## src/rtl/regfile_arb_pkg.sv

```systemverilog
// Shared definitions for the register-file port arbiter: arbitration state encoding,
// access-direction constants and default data/address widths.
package regfile_arb_pkg;

  localparam int unsigned DEF_DATA_W = 16;
  localparam int unsigned DEF_ADDR_W = 3;

  localparam logic RF_WRITE = 1'b1;
  localparam logic RF_READ  = 1'b0;

  typedef enum logic [1:0] {
    IDLE = 2'd0,
    OWN0 = 2'd1,
    OWN1 = 2'd2
  } arb_state_e;

endpackage

```

## src/rtl/regfile_port_arbiter.sv

```systemverilog
// Shares the single access port of the register file between two requesters
// (port 0: writeback/ALU side, port 1: load/debug side). One access per cycle,
// round-robin with an optional lock that keeps ownership for up to MAX_BURST
// consecutive accesses while the other side waits.
//
// Ports:
//   clk, rst_n             clock (rising edge), asynchronous active-low reset
//   reqN, lockN, rwN       per-requester request, burst lock, 1=write/0=read
//   addrN, wdataN          per-requester address and write data
//   gntN                   requester owns the port this cycle
//   ackN                   one-cycle pulse the cycle after each performed access
//   rdataN                 read data captured on the access edge, held otherwise
//   rf_en/rw/addr/wdata    muxed access strobe and fields towards the register file
//   rf_rdata               combinational read data from the register file
module regfile_port_arbiter
  import regfile_arb_pkg::*;
#(
  parameter int unsigned DATA_W    = DEF_DATA_W,
  parameter int unsigned ADDR_W    = DEF_ADDR_W,
  parameter int unsigned MAX_BURST = 4
) (
  input  logic              clk,
  input  logic              rst_n,
  input  logic              req0,
  input  logic              req1,
  input  logic              lock0,
  input  logic              lock1,
  input  logic              rw0,
  input  logic              rw1,
  input  logic [ADDR_W-1:0] addr0,
  input  logic [ADDR_W-1:0] addr1,
  input  logic [DATA_W-1:0] wdata0,
  input  logic [DATA_W-1:0] wdata1,
  output logic              gnt0,
  output logic              gnt1,
  output logic              ack0,
  output logic              ack1,
  output logic [DATA_W-1:0] rdata0,
  output logic [DATA_W-1:0] rdata1,
  output logic              rf_en,
  output logic              rf_rw,
  output logic [ADDR_W-1:0] rf_addr,
  output logic [DATA_W-1:0] rf_wdata,
  input  logic [DATA_W-1:0] rf_rdata
);

  localparam int unsigned      CNT_W     = $clog2(MAX_BURST + 1);
  localparam logic [CNT_W-1:0] CNT_MAX   = CNT_W'(MAX_BURST);
  localparam logic [CNT_W:0]   BURST_LIM = (CNT_W + 1)'(MAX_BURST);

  arb_state_e       r_state, w_state_nxt;
  logic             r_last_owner, w_last_owner_nxt;
  logic [CNT_W-1:0] r_burst_cnt, w_burst_cnt_nxt;
  logic             r_ack0, r_ack1;
  logic [DATA_W-1:0] r_rdata0, r_rdata1;

  logic              w_own0, w_own1;
  logic              w_req_own, w_lock_own, w_req_oth, w_rw_own;
  logic [ADDR_W-1:0] w_addr_own;
  logic [DATA_W-1:0] w_wdata_own;
  logic              w_access, w_last_burst, w_exit;
  arb_state_e        w_other;

  assign w_own0 = (r_state == OWN0);
  assign w_own1 = (r_state == OWN1);

  // Owner-side view of the request inputs; all zero in IDLE so nothing strobes.
  always_comb begin
    w_req_own   = 1'b0;
    w_lock_own  = 1'b0;
    w_req_oth   = 1'b0;
    w_rw_own    = RF_READ;
    w_addr_own  = '0;
    w_wdata_own = '0;
    w_other     = IDLE;
    unique case (r_state)
      OWN0: begin
        w_req_own   = req0;
        w_lock_own  = lock0;
        w_req_oth   = req1;
        w_rw_own    = rw0;
        w_addr_own  = addr0;
        w_wdata_own = wdata0;
        w_other     = OWN1;
      end
      OWN1: begin
        w_req_own   = req1;
        w_lock_own  = lock1;
        w_req_oth   = req0;
        w_rw_own    = rw1;
        w_addr_own  = addr1;
        w_wdata_own = wdata1;
        w_other     = OWN0;
      end
      default: ;
    endcase
  end

  assign w_access     = w_req_own;
  assign w_last_burst = (({1'b0, r_burst_cnt} + 1'b1) == BURST_LIM);

  assign rf_en    = w_access;
  assign rf_rw    = w_access & w_rw_own;
  assign rf_addr  = w_access ? w_addr_own : '0;
  assign rf_wdata = w_access ? w_wdata_own : '0;

  always_comb begin
    w_state_nxt      = r_state;
    w_last_owner_nxt = r_last_owner;
    w_burst_cnt_nxt  = r_burst_cnt;
    w_exit           = 1'b0;
    unique case (r_state)
      IDLE: begin
        // last_owner resets to 1 so port 0 wins the first contested grant.
        if (req0 && req1) begin
          w_state_nxt = r_last_owner ? OWN0 : OWN1;
        end else if (req0) begin
          w_state_nxt = OWN0;
        end else if (req1) begin
          w_state_nxt = OWN1;
        end
      end
      OWN0, OWN1: begin
        if (!w_req_own) begin
          w_exit      = 1'b1;
          w_state_nxt = w_req_oth ? w_other : IDLE;
        end else if (w_req_oth && (!w_lock_own || w_last_burst)) begin
          // Hand over on the same edge as the access: no bubble.
          w_exit      = 1'b1;
          w_state_nxt = w_other;
        end else if (r_burst_cnt != CNT_MAX) begin
          w_burst_cnt_nxt = r_burst_cnt + 1'b1;
        end
        if (w_exit) begin
          w_last_owner_nxt = w_own1;
          w_burst_cnt_nxt  = '0;
        end
      end
      default: w_state_nxt = IDLE;
    endcase
  end

  always_ff @(posedge clk or negedge rst_n) begin
    if (!rst_n) begin
      r_state      <= IDLE;
      r_last_owner <= 1'b1;
      r_burst_cnt  <= '0;
      r_ack0       <= 1'b0;
      r_ack1       <= 1'b0;
      r_rdata0     <= '0;
      r_rdata1     <= '0;
    end else begin
      r_state      <= w_state_nxt;
      r_last_owner <= w_last_owner_nxt;
      r_burst_cnt  <= w_burst_cnt_nxt;
      r_ack0       <= w_access & w_own0;
      r_ack1       <= w_access & w_own1;
      if (w_access && w_own0 && (w_rw_own == RF_READ)) r_rdata0 <= rf_rdata;
      if (w_access && w_own1 && (w_rw_own == RF_READ)) r_rdata1 <= rf_rdata;
    end
  end

  assign gnt0   = w_own0;
  assign gnt1   = w_own1;
  assign ack0   = r_ack0;
  assign ack1   = r_ack1;
  assign rdata0 = r_rdata0;
  assign rdata1 = r_rdata1;

endmodule

```

## config.mk

```make
export PLATFORM = sky130hd
export DESIGN_NAME = regfile_port_arbiter
export DESIGN_NICKNAME = d
export VERILOG_FILES = /design/src/rtl/regfile_arb_pkg.sv /design/src/rtl/regfile_port_arbiter.sv
export SDC_FILE = /design/constraint.sdc
export NUM_CORES = 1
export LEC_CHECK = 0
export CORE_MARGIN = 3
export CORE_UTILIZATION = 25
export DETAILED_ROUTE_END_ITERATION = 12
export PLACE_DENSITY = 0.7
export SETUP_SLACK_MARGIN = 0.4
export SLEW_MARGIN = 20
export SYNTH_ARGS = -nofsm -noshare
export SYNTH_HDL_FRONTEND = slang
export SYNTH_SLANG_ARGS = --single-unit
```

## constraint.sdc

```tcl
create_clock -name clk -period 1.6 [get_ports clk]
set_input_delay 0.32 -clock clk [delete_from_list [all_inputs] [get_ports clk]]
set_output_delay 0.32 -clock clk [all_outputs]
set_load 0.01 [all_outputs]
```

==> results.json <==
{
  "power_frac_seq_pct": 25.7,
  "relSlewSlack_pct": 80.21,
  "run_status": "finished, violations left",
  "drtAntennaViolNets": 0,
  "number_of_failing_setup_endpoints_in_the_final_timing_report": 61,
  "global_route.usage.total_pct": 14.39,
  "finalWeightedCongestion": 0.8994,
  "initial_core_util_pct": 26.34,
  "rr_worst_depth": 10,
  "holdPathStages": 2,
  "endpoint_kind": "output port",
  "switching_power_as_a_share_of_total_power_pct": 34.55,
  "setup-tns-final_ns": -25.15,
  "grt_start_max_net_pins": 41,
  "timing.hold.ws_ns": 0.4758,
  "worst_hold_startpoint": "r_last_owner$_DFFE_PN1P_",
  "yosysUniqueCellTypes": 29,
  "synth.yosys.warnings": 0,
  "detail_route.iter0.violations": 54,
  "vias_per_cell": 4.515,
  "wirelength_um": 6844,
  "cts_inserted_buffers": 5,
  "crit_family": "buffers and inverters",
  "tightestPinTransition_ns": 0.2937,
  "clock-sinks": 40,
  "irDropWorstVdd_mv": 0.7872,
  "comb_power_share_pct": 61.5,
  "clockBufferDepth": 2,
  "timing.critical_path.mode_cell": "buf_6",
  "chain_of_cells_forming_the_critical_path": "buf_6 > ha_4 > a21oi_4 > nor2_4 > buf_6 > buf_16 > a22o_1 > buf_2",
  "clockRootBuffer": "clkbuf_8",
  "count_of_max_cap_constraint_violations": 0,
  "layout_worst_path_cycle_share_pct": 132.6,
  "final_layout_size_suffix_gt1_share_pct": 54.33,
  "hold_viol_final": 0,
  "tritoncts": "done",
  "wl_per_cell_um": 15.66,
  "placement.setup.worst_slack_ns": -0.7202,
  "fin_nets": 402,
  "period_needed_ns": 2.122,
  "cp_slowest_cell": "dfrtp_1",
  "utilization_pct": 50.19,
  "critical-path-max-stage-delay_ns": 0.41,
  "synth_seq_cells": 40,
  "die_h_um": 97.40,
  "wire_length_of_the_first_global_routing_pass_um": 11050,
  "timing.fmax_mhz": 471.3,
  "critical_path_arrival_ns": 1.80,
  "syn-num-nets": 230,
  "cell_leakage_power_nw": 1.926,
  "violations": "negative setup slack",
  "worst_hold_path.endpoint": "r_last_owner$_DFFE_PN1P_",
  "floorplan.io_pins": 119,
  "final.setup.worst_slack_ns": -0.5220,
  "antenna_found_initial": 0,
  "areaGrowthSynthToFinish_pct": 90.53,
  "worstSkewPairLatency_ns": 0.29,
  "timing.critical_path.fanout_max": 5,
  "netSwitchingPower_mw": 2.317,
  "reg2reg_slack_ns": -0.41,
  "netlist_area_um2": 2088,
  "place_hpwl_um": 4768,
  "syn-mean-instance-area_um2": 12.89,
  "layout.cells.most_common_list": "clkdlybuf4s50_1 (60), buf_2 (54), dfrtp_1 (39)",
  "htree_levels": 2,
  "fillCellCount": 723,
  "required_ns": 1.28,
  "global_route.overflow_total": 0,
  "seq_area_frac_synth_pct": 47.99,
  "timing.rr.start": "r_state[0]$_DFFE_PN0P_",
  "power_report.internal_total_mw": 4.390,
  "design.die.area_um2": 9486,
  "number_of_cells_produced_by_synthesis": 162,
  "hold_path.class": "flop to flop",
  "final_max_slew_viol_count": 0,
  "dr_drc_count": 0,
  "floorplan.core_area_um2": 7928,
  "clkTransAtPathRegs_ns": 0.09,
  "setup_repair_after_global_routing_missed_its_margin": "true",
  "die_x_um": 97.40,
  "drtPass1Iterations": 4,
  "io_buffers": 118,
  "final.setup_skew_ns": 0.004740,
  "diodes": 0,
  "critical_path.n_buffers_inverters": 4,
  "grt_pass1_vias": 2107,
  "route.vias.total": 1973,
  "powerDensity_nw_per_um2": 1686,
  "rows": 32,
  "critPathLaunchType": "flop",
  "critical_path_class": "flop to output port",
  "worst_r2r_endpoint": "rdata1[6]$_DFFE_PN0P_",
  "mostFrequentLayoutCell": "clkdlybuf4s50_1",
  "power.clock.fraction_pct": 12.8
}
-- worst register-to-register path: stages (launching register included) --
cell and delay [ns]:
dfrtp_1 0.41, buf_6 0.13, ha_4 0.17, buf_6 0.13, buf_12 0.13, a22o_4 0.24, nand2_4 0.06, buf_8 0.12
nand2_8 0.08, buf_12 0.15, mux2_4 0.29
-- routing by layer --
| layer | global-route usage [%] | wire [um] | vias to the layer above |
|---|---|---|---|
| met5 | 0 | 0 | - |
| met4 | 2.449 | 32 | 0 |
| met3 | 4.307 | 479 | 5 |
| met2 | 25.62 | 3467 | 91 |
| met1 | 17.32 | 2864 | 937 |
| li1 | - | - | 940 |
-- power by group through the flow --
stage / clock, mW / combinational, mW / sequential (mW)
after global routing: 0.944 / 4.42 / 1.79
after global placement: 0 / 3.61 / 1.74
after detailed placement: 0 / 3.67 / 1.75
after floorplan: 0 / 1.64 / 1.94
after CTS: 0.889 / 4.03 / 1.72
final: 0.857 / 4.13 / 1.72
-- metrics by stage --
stage / instances / instance area, um^2 / power (mW)
6_report: 437 / 3979 / 6.707
5_1_grt: 437 / 3979 / 7.153
4_1_cts: 434 / 3921 / 6.648
3_5_place_dp: 400 / 3632 / 5.417
3_3_place_gp: 400 / 3632 / 5.343
2_1_floorplan: 162 / 2163 / 3.581
-- worst max path at each step --
stage / startpoint / endpoint / slack (ns) / cells after the start
detailed placement: req1 / rf_wdata[14] / -0.72 / 6
global route: r_state[0]$_DFFE_PN0P_ / rf_wdata[9] / -0.60 / 8
floorplan: r_state[1]$_DFFE_PN0P_ / rdata0[10]$_DFFE_PN0P_ / -0.14 / 8
global placement: req0 / rf_wdata[7] / -0.69 / 6
finish: r_state[0]$_DFFE_PN0P_ / rf_wdata[9] / -0.52 / 8
CTS: r_state[0]$_DFFE_PN0P_ / rf_addr[0] / -0.57 / 8
-- cell usage after synthesis, drive strengths merged --
cell type	number	area [um^2]
o41ai	1	8.760
a32oi	1	8.760
o21bai	1	7.510
a21oi	8	43.79
a31oi	1	6.260
o21ai	2	10.01
nand2b	3	18.77
mux2	34	457.9
mux2i	1	10.01
a211oi	2	15.01
ha	6	75.07
inv	8	30.03
a22o	22	192.7
nor2	6	27.52
nand2	9	56.30
nand3b	1	7.510
dfstp	1	26.28
a22oi	2	15.01
nor3b	1	7.510
nor3	1	5.000
buf	11	76.32
or3	1	6.260
dfrtp	39	975.9
-- cell type report --
type                       instances  area, um^2  area share (%)
clock inverter                     3       46.29           1.164
tap                              102       127.6           3.208
inverter                           8       30.03          0.7547
sequential                        40        1002           25.19
multi-input combinational        104        1167           29.34
timing repair buffer             175        1536           38.62
clock buffer                       5       68.82           1.730
-- sequential cells by signal, indices dropped and copies added, names as in the netlist --
| register | flops |
|---|---|
| ack0 | 1 |
| ack1 | 1 |
| r_burst_cnt | 3 |
| r_last_owner | 1 |
| r_state | 2 |
| rdata0 | 16 |
| rdata1 | 16 |
-- cell families after synthesis --
group                      after synthesis  synth area share, %
AOI/OAI and AO/OA                       40                14.74
DFF                                     40                47.99
muxes                                   35                22.41
and+or+nand+nor                         22                6.171
buffers and inverters                   19                5.093
adders and majority gates                6                3.595
-- repair_timing --
action | in CTS | in global routing
pin swaps | 16 | 5
gates cloned | 3 | 0
hold buffers | 1 | 0
endpoints found under the setup margin | 97 | 63
gates resized for setup | 269 | 9
hold endpoints to repair | 39 | 0
buffers inserted | 22 | 3
Note: power is estimated with default switching activity, not from simulation.
